**src/rtl/reg_wb_pkg.sv**
```systemverilog
// Shared widths and requester identifiers for the register-file writeback arbiter.
package reg_wb_pkg;

  localparam int unsigned XLEN       = 32;
  localparam int unsigned REG_ADDR_W = 5;
  localparam int unsigned NUM_REGS   = 32;

  typedef enum logic {
    REQ_A = 1'b0,
    REQ_B = 1'b1
  } req_e;

endpackage

```
**src/rtl/rr_arb2.sv**
```systemverilog
// Two-way round-robin arbiter; grant bit 0 is requester A, bit 1 is requester B.
module rr_arb2
  import reg_wb_pkg::*;
(
  input  logic       clk_i,
  input  logic       rst_i,
  input  logic       en_i,
  input  logic [1:0] valid_i,
  output logic [1:0] grant_o
);

  req_e last_q, last_d;

  always_comb begin
    grant_o = 2'b00;
    if (en_i) begin
      if (valid_i == 2'b11) begin
        grant_o = (last_q == REQ_B) ? 2'b01 : 2'b10;
      end else begin
        grant_o = valid_i;
      end
    end
  end

  // A grant is only ever given to a valid requester, so every grant is a completed transfer.
  always_comb begin
    last_d = last_q;
    if (grant_o[0]) begin
      last_d = REQ_A;
    end else if (grant_o[1]) begin
      last_d = REQ_B;
    end
  end

  always_ff @(posedge clk_i or posedge rst_i) begin
    if (rst_i) begin
      last_q <= REQ_B;
    end else begin
      last_q <= last_d;
    end
  end

endmodule

```
**src/rtl/reg_wb_arbiter.sv**
```systemverilog
// Arbitrates two writeback requesters onto one registered register-file write port.
// Define WB_SCOREBOARD_EN to add the busy-register scoreboard for issue/hazard tracking.
module reg_wb_arbiter
  import reg_wb_pkg::*;
(
  input  logic                  clk_i,
  input  logic                  rst_i,
  input  logic                  A_valid_i,
  output logic                  A_ready_o,
  input  logic [REG_ADDR_W-1:0] A_addr_i,
  input  logic [XLEN-1:0]       A_data_i,
  input  logic                  B_valid_i,
  output logic                  B_ready_o,
  input  logic [REG_ADDR_W-1:0] B_addr_i,
  input  logic [XLEN-1:0]       B_data_i,
  output logic                  RegWrite_o,
  output logic [REG_ADDR_W-1:0] RDaddr_o,
  output logic [XLEN-1:0]       RDdata_o,
  input  logic                  issue_valid_i,
  input  logic [REG_ADDR_W-1:0] issue_rd_i,
  output logic                  issue_ready_o,
  input  logic [REG_ADDR_W-1:0] RS1addr_i,
  input  logic [REG_ADDR_W-1:0] RS2addr_i,
  output logic                  hazard_o
);

  logic [1:0]            grant;
  logic                  xfer;
  logic [REG_ADDR_W-1:0] sel_addr;
  logic [XLEN-1:0]       sel_data;
  logic                  wr_d, wr_q;
  logic [REG_ADDR_W-1:0] addr_d, addr_q;
  logic [XLEN-1:0]       data_d, data_q;

  rr_arb2 u_arb (
    .clk_i   (clk_i),
    .rst_i   (rst_i),
    .en_i    (!rst_i),
    .valid_i ({B_valid_i, A_valid_i}),
    .grant_o (grant)
  );

  assign A_ready_o = grant[0];
  assign B_ready_o = grant[1];

  always_comb begin
    xfer     = |grant;
    sel_addr = grant[1] ? B_addr_i : A_addr_i;
    sel_data = grant[1] ? B_data_i : A_data_i;
    // Writes to x0 are accepted but dropped; the port keeps its previous address/data.
    wr_d     = xfer && (sel_addr != '0);
    addr_d   = wr_d ? sel_addr : addr_q;
    data_d   = wr_d ? sel_data : data_q;
  end

  always_ff @(posedge clk_i or posedge rst_i) begin
    if (rst_i) begin
      wr_q   <= 1'b0;
      addr_q <= '0;
      data_q <= '0;
    end else begin
      wr_q   <= wr_d;
      addr_q <= addr_d;
      data_q <= data_d;
    end
  end

  assign RegWrite_o = wr_q;
  assign RDaddr_o   = addr_q;
  assign RDdata_o   = data_q;

`ifdef WB_SCOREBOARD_EN
  logic [NUM_REGS-1:0] busy_d, busy_q;
  logic                issue_fire;

  assign issue_ready_o = !busy_q[issue_rd_i];
  assign issue_fire    = issue_valid_i && issue_ready_o && (issue_rd_i != '0);
  assign hazard_o      = busy_q[RS1addr_i] | busy_q[RS2addr_i];

  // Set is applied after clear so a same-cycle set/clear leaves the register busy.
  always_comb begin
    busy_d = busy_q;
    if (wr_q) begin
      busy_d[addr_q] = 1'b0;
    end
    if (issue_fire) begin
      busy_d[issue_rd_i] = 1'b1;
    end
    busy_d[0] = 1'b0;
  end

  always_ff @(posedge clk_i or posedge rst_i) begin
    if (rst_i) begin
      busy_q <= '0;
    end else begin
      busy_q <= busy_d;
    end
  end
`else
  logic unused_issue;

  assign unused_issue  = ^{issue_valid_i, issue_rd_i, RS1addr_i, RS2addr_i};
  assign issue_ready_o = 1'b1;
  assign hazard_o      = 1'b0;
`endif

endmodule

```
**config.mk**
```make
export PLATFORM = sky130hd
export DESIGN_NAME = reg_wb_arbiter
export DESIGN_NICKNAME = d
export VERILOG_FILES = /design/src/rtl/reg_wb_pkg.sv /design/src/rtl/rr_arb2.sv /design/src/rtl/reg_wb_arbiter.sv
export SDC_FILE = /design/constraint.sdc
export NUM_CORES = 1
export LEC_CHECK = 0
export BUFFER_PORTS_ARGS = -buffer_cell sky130_fd_sc_hd__buf_4
export CORE_ASPECT_RATIO = 0.75
export CORE_MARGIN = 2
export CORE_UTILIZATION = 46
export CTS_CLUSTER_SIZE = 28
export DETAILED_ROUTE_END_ITERATION = 8
export PLACE_DENSITY = 0.82
export SLEW_MARGIN = 20
export SYNTH_ARGS = -nofsm -noshare
export SYNTH_HDL_FRONTEND = slang
export SYNTH_SLANG_ARGS = --single-unit
export TNS_END_PERCENT = 1
```
**constraint.sdc**
```tcl
create_clock -name clk_i -period 3.8 [get_ports clk_i]
set_input_delay 0.19 -clock clk_i [delete_from_list [all_inputs] [get_ports clk_i]]
set_output_delay 0.19 -clock clk_i [all_outputs]
set_load 0.02 [all_outputs]
```
# Yosys cells after proc, flatten, opt, wreduce, memory -nomap -nowiden
# Index checks and enable logic that the tools add are counted.
# totals
regBits,39
out_inout_bits,42
# op_classes
n_eq_ne,1
mux,7
reduce_logical,4
# op_table
operator,n
$mux 32,1
$mux 2,3
$mux 5,1
$reduce_bool 5->1,1
$eq 2x2->1 const B,1
$mux 1,2
$reduce_bool 2->1,1
$reduce_or 2->1,1
$logic_and 1x1->1,1

# Longest topological paths before layout
# Gate-level depths: netlist of run 1.
# logic_depth
word_depth,6
mapped_depth,6
depth_no_buf,5

# By module
# Synthesis of run 1 repeated with hierarchy kept, for this count alone.
# unflattened
cells_unflattened,141
area_unflattened_um2,2068.2
# by_module_without_submodules
mod,n_inst,cells_each,area_per_inst_um2,seq_area_each_um2
reg_wb_arbiter,1,132,2001.9,950.9
rr_arb2,1,9,66.3,26.3

# Least setup slack after synthesis of run 1
# OpenSTA, ideal clock, no wires.
# synth_path
kind,input -> register
start,in rst_i
end,reg data_q[10] (netlist: RDdata_o[10])
setup_ns,0.125
t_arrival_ns,2.363
required_ns,3.675
slack_ns,1.312
path_stages,5
path_buffers,1
path_cell_list,inv_1 -> o21ai_0 -> a211oi_4 -> buf_6 -> mux2_4
# synth_between
elab_chain_cells,4
elab_cells_between_ends,6
cone_classes,mux (3); reduce/logical (3)
# synth_rtl
element,line_no,source
"start, declared",reg_wb_arbiter.sv:7,"input logic rst_i,"
$mux 2 *,rr_arb2.sv:16,if (en_i) begin
$mux 5,reg_wb_arbiter.sv:48,sel_addr = grant[1] ? B_addr_i : A_addr_i;
$reduce_bool 5->1,reg_wb_arbiter.sv:51,wr_d = xfer && (sel_addr != '0);
$logic_and 1x1->1,reg_wb_arbiter.sv:51,
"end signal, assigned",reg_wb_arbiter.sv:64,data_q <= data_d;
"end, declared",reg_wb_arbiter.sv:33,"logic [XLEN-1:0] data_d, data_q;"
# Every way passes the cells marked *; elsewhere a longest branch is shown, timed or not.
# A chain may end at the register's enable or synchronous reset.

# Worst setup path in the final report of run 1
# layout_path
start,reg u_arb.last_q
end,reg data_q[28] (netlist: RDdata_o[28])
# layout_between
elab_chain_cells,6
elab_cells_between_ends,8
cone_classes,mux (5); reduce/logical (3)
# layout_rtl
element,line_no,source
"start, declared",rr_arb2.sv:12,"req_e last_q, last_d;"
"start signal, assigned",rr_arb2.sv:39,last_q <= last_d;
$mux 2 *,rr_arb2.sv:18,grant_o = (last_q == REQ_B) ? 2'b01 : 2'b10;
$mux 2 *,rr_arb2.sv:17,if (valid_i == 2'b11) begin
$mux 2 *,rr_arb2.sv:16,
$mux 5,reg_wb_arbiter.sv:48,
$reduce_bool 5->1,reg_wb_arbiter.sv:51,
$logic_and 1x1->1,reg_wb_arbiter.sv:51,
# Marked as above.

==> out/summary.md, run 1 <==
The run finished with clean final reports. Summed over all layers, the global routing overflow is 0. The part of the cycle the worst path needs was 65.2%.

The via count of the first global-routing pass is 1790. In this run the core area contains 21 standard-cell rows. The CTS buffer count was 5; the area overhead of the layout relative to synthesis was 45.5%. The congestion estimate from routability-driven global placement came to 0.776. The first global-routing pass estimated 8340 um of wire. The category of the critical setup timing path is reg2reg. For the worst endpoint data arrival time, the log shows 2.64 ns. At the pin with the least slew margin, the transition time is 0.649 ns. The logs give 0.000239 V for the maximum vdd ir drop and 3800 um for the sum of net half-perimeters after detailed placement. TritonCTS built the clock tree.

The clock-pin slew on the worst setup and hold paths is 0.07 ns, and the I/O pin total is 136. The number of buffers added on ports is 117. The die covers 5340 um^2. Once the clock tree was built, the setup fixing pass inserted 0 buffers. Global routing used 19.3% of the available tracks. In the synthesized netlist, the number of instances is 161. Net switching is 29.9% of the power. The placeable core area is 4520 um^2. Entering global routing, the biggest net connects 41 pins. The share of total power dissipated in combinational logic is 37.0%. The final hold slack came out at 0.0482 ns. The average instance in the mapped netlist occupies 13.6 um^2. The final layout contains routed wiring with a total length of 5020 um.

After detailed routing, the number of remaining DRC violations is 0. For this run, the leading register cell type out of synthesis is dfrtp_1. The detailed router finished its first iteration with 28 violations. Across the run, the number of max-cap violations was 0.

In the post-synthesis netlist, the biggest area contributors are dfrtp_1, mux2_4, mux2_2, buf_6, and2_1. Measured along the y axis, the die boundary spans 63.8 um. The synthesized netlist occupies a cell area of 2190 um^2.

Setup repair after global routing left no endpoint under its margin. The logs give 0.403 GHz for the maximum clock frequency and 889 uW for the cell-internal power. The endpoint kind of the worst setup timing path was a register. The antenna diode instance count was 0; the number of optimization iterations in the first detailed-route pass was 4. The H-tree generated during clock tree synthesis spans 2 levels. After the last flow step, the layout net total stands at 373.

Once the floorplan was initialized, standard cells occupied 48.5% of the core. For this run, the share of the core covered by cells in the final layout is 70.5%. The leakage power total is 1.58 nW, and the fraction of layout instances using a drive strength above 1 is 70.6%. The number of hold buffers added after CTS was 0.

Synthesis inferred 39 register bits. In this run the clock root is driven by a clkbuf_8. The routed via count came out at 1652.

For the total clock sinks, the log shows 39. The design draws 1.27 mW. For the placement-stage worst setup slack, the log shows 1.28 ns. In this run the worst hold path is classified as in2async.

Setup total negative slack on the finished layout was measured at 0 ns. STA puts the critical path data required time at 3.96 ns. The worst setup path is launched from a register. Of all cell types, the one taking the most synthesized area is dfrtp_1. The die is 83.7 um wide. In this run the worst path has a maximum fanout of 25. The fraction of post-synthesis cell area in the top cell type by area is 43.4%, and the final critical delay including setup and external delays is 2.48 ns.

The Yosys step of the flow raised 0 warnings. For the hold violation total from the final report, the log shows 0. No sink is reached through more buffers than the 2 on the longest clock path. The share of the Yosys chip area taken by registers is 44.6%. After clock tree synthesis, the repair step resized 0 gates.

The tools report the initial antenna violation count as 0. The average vias per placed instance was 4.92; the per-cell routed wire length was 14.9 um. In this run, synthesis inferred 0 flip-flops with an integrated enable. Measured against its own limit, the worst slew margin works out to 56.6%. Setup-violating endpoint count in the final report: 0. Per report_power, the sequential group accounts for 41.5% of the total. Yosys mapped the design onto 31 distinct sky130hd cell types. The share of synthesized flip-flops with an asynchronous set or reset works out to 100%. In this run the remaining antenna-violating nets after routing total 0. Clock latency on the worst-skew pair: 0.28 ns. For this design the total switching power over the nets is 379 uW. The logs give 1.32 ns for the final critical-path setup slack and 21.5% for the proportion of power drawn by the clock network.

Dividing total power by cell area gives a power density of 398 nW/um^2. The clock arrives with 0.00401 ns of skew. The tools report the max-slew violation count as 0.

The run gives 255 as the total nets after synthesis.
[critical path: stages, from the launching register on]
cell	delay [ns]
dfstp_2	0.54
and2_1	0.25
nor4_4	0.09
a211oi_4	0.58
buf_4	0.50
mux2_2	0.39
[through the flow]
| step | instances | instance area (um^2) |
|---|---|---|
| floorplan | 161 | 2190 |
| global placement | 329 | 3100 |
| detailed placement | 329 | 3100 |
| CTS | 336 | 3190 |
| global route | 336 | 3190 |
| finish | 336 | 3190 |
[cells in the mapped netlist (all sizes together), types with 2 or more instances]
library cell / n
a211oi: 2
a21oi: 5
a311o: 2
and2: 5
buf: 7
clkbuf: 3
conb: 2
dfrtp: 38
inv: 4
mux2: 64
mux2i: 3
nand2: 2
nand3: 3
nor2: 3
nor3: 2
nor4: 2
o21ai: 4
o22ai: 2
or4: 3
[logic make-up after synthesis]
family                 synth area share, %
AOI/OAI and AO/OA                     5.54
buffers and inverters                 3.88
DFF                                   44.6
muxes                                 39.1
other                                0.343
and+or+nand+nor                       6.57
[final timing paths]
| kind | startpoint | to | slack (ns) | depth (start not counted) |
|---|---|---|---|---|
| max in group asynchronous | rst_i | u_arb.last_q$_DFFE_PP1P_ | 3.40 | 3 |
| min | rst_i | RDaddr_o[2]$_DFFE_PP0P_ | 0.05 | 3 |
| max | u_arb.last_q$_DFFE_PP1P_ | RDdata_o[28]$_DFFE_PP0P_ | 1.32 | 5 |
| min reg2reg | RDdata_o[5]$_DFFE_PP0P_ | RDdata_o[5]$_DFFE_PP0P_ | 0.51 | 1 |
| min in group clk_i | B_addr_i[1] | RDaddr_o[1]$_DFFE_PP0P_ | 0.23 | 3 |
| max reg2reg | u_arb.last_q$_DFFE_PP1P_ | RDdata_o[28]$_DFFE_PP0P_ | 1.32 | 5 |
[state kept, by name (all words and copies together), names as in the netlist]
name	count
RDdata_o	32
RegWrite_o	1
RDaddr_o	5
u_arb.last_q	1
[placed cells by master, fill, tap and decap left out]
cell and n:
buf_4 121, dfrtp_1 38, mux2_2 36, mux2_4 28, clkbuf_8 6, and2_1 5, a21oi_1 5, o21ai_0 4
nor2_1 3, inv_1 3, mux2i_1 3, nand3_1 3, or4_1 2, o22ai_1 2, nor3_1 2, a311o_1 2
conb_1 2, nand2_1 1, nor2b_1 1, nand2_2 1, nand2b_1 1, or4_4 1, nor4_4 1, clkinv_1 1
a211oi_4 1, o41ai_1 1, nor4_1 1, a211oi_1 1, o31ai_1 1, clkinv_2 1, dfstp_2 1
[routing by layer]
| layer | vias to the layer above | wire (um) | global-route usage [%] |
|---|---|---|---|
| li1 | 813 | - | - |
| met3 | 4 | 401 | 6.20 |
| met5 | - | 0 | 0 |
| met4 | 0 | 18 | 3.23 |
| met2 | 70 | 2430 | 33.0 |
| met1 | 765 | 2170 | 24.7 |
[layout make-up]
type                    count  area [um^2]
flip-flops and latches     39          977
well taps                  57         71.3
repair buffers            121          908
clock buffers               6         82.6
clock inverters             1         5.00
multi-input cells         108         1130
inverters                   4         15.0
fillers                   345         1330
[power groups by stage]
| stage | Sequential (mW) | Combinational [mW] | Clock [mW] |
|---|---|---|---|
| global route | 0.536 | 0.501 | 0.299 |
| CTS | 0.527 | 0.475 | 0.282 |
| floorplan | 0.614 | 0.187 | 0 |
| global placement | 0.529 | 0.466 | 0 |
| detailed placement | 0.533 | 0.474 | 0 |
| finish | 0.527 | 0.469 | 0.272 |
No activity file was read; power rests on OpenSTA's default activity.
==> run 2: changes to the inputs <==
Settings changed: ABC_AREA set to 1, CORE_UTILIZATION 46 to 43, PLACE_DENSITY 0.82 to 0.78.
Clock period 3.8 ns to 2.55 ns, I/O delays scaled along.
==> out/summary.md, run 2 <==
The placement-stage worst setup slack is 0.239 ns (-1.04 ns). The largest individual stage delay along the critical path comes from the cell dlygate4sd3_1. Starting density of the core: 44.1% (-4.4 points). DRC violation count after routing: 0 (unchanged). The path class of the lowest-slack min-delay path was in2reg. The share of the core filled with cells was 64.7% (-5.8 points); the average vias per placed instance was 4.66 (-5.3%). The maximum level of the CTS H-tree was 2 (unchanged). The number of maximum-capacitance constraint violations came out at 0 (unchanged). The tools report the post-place instance area as 3020 um^2 (-2.7%). The initial antenna violation count is 0 (unchanged), and the largest incremental delay on the critical path is 0.54 ns (-0.04 ns). The final standard cell area without fillers came out at 3140 um^2 (-1.6%).

The number of buffers and inverters on the critical path is 4 (+3). The clock latency on the worst-skew pair was 0.28 ns (about the same); the CTS buffer count was 5 (unchanged). The global-route wire length before repair is 9500 um (+14%), and the power share of the combinational group is 39.4% (+2.4 points). The run gives 442 (+28%) as the filler cell count in the final layout. The pin count of the biggest net entering global routing came out at 37 (-9.8%).

Setup repair after global routing left no endpoint under its margin. The per-cell routed wire length is 12.4 um (-17%), and the maximum net fanout on the critical path is 35 (+40%). The logs give 4160 um (+9.3%) for the sum of net half-perimeters after detailed placement and 41.6% (-15 points) for the relative max-transition margin.

The run finished with clean final reports. The leakage power total was 1.91 nW (+21%). Number of optimization iterations in the first detailed-route pass: 4 (unchanged). The tools report the worst endpoint data arrival time as 2.48 ns (-0.16 ns).

The mean area per synthesized cell was 6.78 um^2 (-50%). The multi-input combinational cell area came out at 982 um^2 (-13%). The signal on the critical path passes through dlygate4sd3_1 > buf_4 > inv_2 > nand3_2 > o21ai_1 > nand2_1 > inv_1 > nand2_2 > nand3_1 > nand2_1.

STA classifies the critical path endpoint as a register. The fraction of post-synthesis cell area in the top cell type by area works out to 44.5% (+1.1 points). Based on the critical path, the design can be clocked at up to 0.433 GHz.

Aggregate global-route resource usage: 21.3% (+2.0 points). The die boundary width is 85.4 um (+2.0%), and the remaining antenna violation count after routing is 0 (unchanged). Worst-margin pin slew: 0.874 ns (+0.226 ns). The share of synthesized flip-flops with an asynchronous set or reset is 100% (unchanged). In the layout the commonest cells are nand2_1, buf_4, nand3_1, dfrtp_1, inv_1. The total nets after synthesis is 409 (+60%). The last weighted congestion value of the routability-driven placer came out at 0.773 (-0.40%). After global routing, the most crowded layer is met2.

Area used by sequential logic in the layout: 977 um^2 (unchanged). The run gives 2.72 ns (-1.24 ns) as the required time of the critical path. The number of flops mapped to enable cells by yosys came out at 0 (unchanged). Switching share of power: 35.9% (+6.1 points). The leading cell type by number of instances after synthesis is nand2_1.

The routed via count is 2287 (+38%), and the number of buffers added on ports is 117 (unchanged). The total power came out at 2.01 mW (+58%). The synthesized design spends more area on one cell type than any other, namely dfrtp_1. The clock-pin slew on the worst setup and hold paths is 0.07 ns (about the same). In the post-synthesis netlist, the biggest area contributors are dfrtp_1, nand2_1, nand3_1, inv_1, buf_6. The worst setup path is launched from a primary input.

The total standard cell area after synthesis is 2130 um^2 (-2.6%), and the y dimension of the die is 65.0 um (+2.0%). On the critical path the largest part of the delay comes from simple AND/OR/NAND/NOR gates. For the power dissipated by switching net loads, the log shows 721 uW (+90%).

The portion of the post-synthesis area used by sequential elements is 45.8% (+1.2 points), and the count of nets after finishing is 524 (+40%). The logs give 2185 (+22%) for the via count of the first global-routing pass and 22 (+4.8%) for the number of cell rows. The max-slew violation count was 0 (unchanged); the cell-internal power was 1.29 mW (+45%). For the count of different cell masters after synthesis, the log shows 20 (-35%). The leading cell type in the layout, fill and taps excluded was nand2_1.

The global-route congestion overflow total was 0 (unchanged); the met1 track demand over resource in global routing was 27.2% (+2.6 points). Number of cells upsized or downsized after cts: 0 (unchanged). Counting instances in the post-synthesis netlist gives the leading cell types as nand2_1, nand3_1, dfrtp_1. For the number of instances in the synthesized netlist, the log shows 315 (+96%). The maximum vdd ir drop was 0.000353 V (+48%). The worst path uses 90.6% of the clock period. The placeable core area is 4840 um^2 (+7.2%), and the power per cell area is 640 nW/um^2 (+61%). The floorplan die area was 5550 um^2 (+4.0%). The total negative slack for setup checks was 0 ns (unchanged).

TritonCTS built the clock tree. The area overhead of the layout relative to synthesis is 46.9%, and the global-route track usage on met3 is 6.11% (-0.087 points). The total of flip-flops plus latches after synthesis works out to 39 (unchanged).

The critical path in this run is classified as in2reg. The flip-flop count of the largest register, all copies and words added was 32 (unchanged). Top flip-flop cell by instance count after synthesis: dfrtp_1. The fraction of layout instances using a drive strength above 1 is 33.2% (-37 points).

The logs give 0 (unchanged) for the setup-violating endpoint count in the final report and 105 (+280%) for the starting DRC count in detailed routing. Buffer levels on the longest clock path: 2 (unchanged). The logs give 0.241 ns (-1.08 ns) for the final critical-path setup slack and 0 (unchanged) for the hold violation total from the final report.

For the worst clock skew, the log shows 0.00513 ns (+0.00111 ns). The number of warning messages in the yosys log was 0 (unchanged). The antenna diode instance count was 0 (unchanged).

The proportion of power drawn by the clock network came out at 19.3% (-2.2 points). The total clock sinks is 39 (unchanged). The final wirelength was 6100 um (+22%).

The tree is rooted in a clkbuf_8. The most repeated library cell on the critical path is nand2_1. The run gives 136 (unchanged) as the I/O pin total. Subtracting the final worst setup slack from the clock period gives 2.31 ns. For the met2 usage in global routing, the log shows 35.8% (+2.8 points). The tools report the share of total power in sequential cells as 41.3% (-0.2 points).
[run 2: routing by layer]
| layer | wire, um | share of wire (%) |
|---|---|---|
| met5 | 0 | 0 |
| met4 | 12 | 0.20 |
| met3 | 469 | 7.7 |
| met2 | 2780 | 46 |
| met1 | 2840 | 47 |
[run 2: cell families (layout without fill, tap and decap cells)]
logic type | count (synthesis) | count (layout) | synth area share (%)
AO/OA/AOI/OAI | 4 | 4 | 1.23
AND/OR/NAND/NOR | 232 | 233 | 44.1
other | 2 | 2 | 0.352
flip-flops | 39 | 39 | 45.8
buffers and inverters | 38 | 153 | 8.50
[run 2: layout make-up]
class | count | area share [%]
multi-input combinational | 239 | 31.3
sequential | 39 | 31.2
timing repair buffer | 126 | 30.2
clock buffer | 7 | 2.43
tap | 60 | 2.39
inverter | 19 | 2.27
clock inverter | 1 | 0.160
[run 2: stage by stage]
step	cells	hold slack (ns)
CTS	487	0.164
global placement	478	0.232
finish	491	0.170
detailed placement	478	0.236
floorplan	315	0.119
global route	491	0.167
[run 2: tightest hold or removal path, cell delays in order]
cell	delay, ns
buf_4	0.08
nand2_1	0.04
nand2_1	0.05
nand3_1	0.07
nand2_1	0.06
[run 2: path summary, 6_finish.rpt]
| kind | start | end | slack (ns) | cells past startpoint |
|---|---|---|---|---|
| hold / removal | B_data_i[13] | RDdata_o[13]$_DFFE_PP0P_ | 0.17 | 5 |
| min in group asynchronous | rst_i | RDaddr_o[4]$_DFFE_PP0P_ | 0.50 | 4 |
| max in group asynchronous | rst_i | u_arb.last_q$_DFFE_PP1P_ | 1.80 | 4 |
| setup reg to reg | u_arb.last_q$_DFFE_PP1P_ | RDdata_o[4]$_DFFE_PP0P_ | 0.35 | 8 |
| setup / recovery | rst_i | RDdata_o[4]$_DFFE_PP0P_ | 0.24 | 10 |
| hold reg to reg | RDdata_o[1]$_DFFE_PP0P_ | RDdata_o[1]$_DFFE_PP0P_ | 0.47 | 2 |
[run 2: timing repair]
| action | CTS | global route |
|---|---|---|
| endpoints found under the setup margin | 0 | 36 |
| setup buffers | 0 | 3 |
| endpoints found under the hold margin | 38 | 0 |
| hold buffers | 1 | 0 |
[run 2: power groups by stage]
| stage | Clock [mW] | Combinational, mW | Sequential [mW] |
|---|---|---|---|
| 6_report | 0.387 | 0.790 | 0.829 |
| 5_1_grt | 0.423 | 0.863 | 0.844 |
| 4_1_cts | 0.397 | 0.785 | 0.828 |
| 3_5_place_dp | 0 | 0.785 | 0.836 |
| 3_3_place_gp | 0 | 0.770 | 0.832 |
| 2_1_floorplan | 0 | 0.263 | 0.990 |
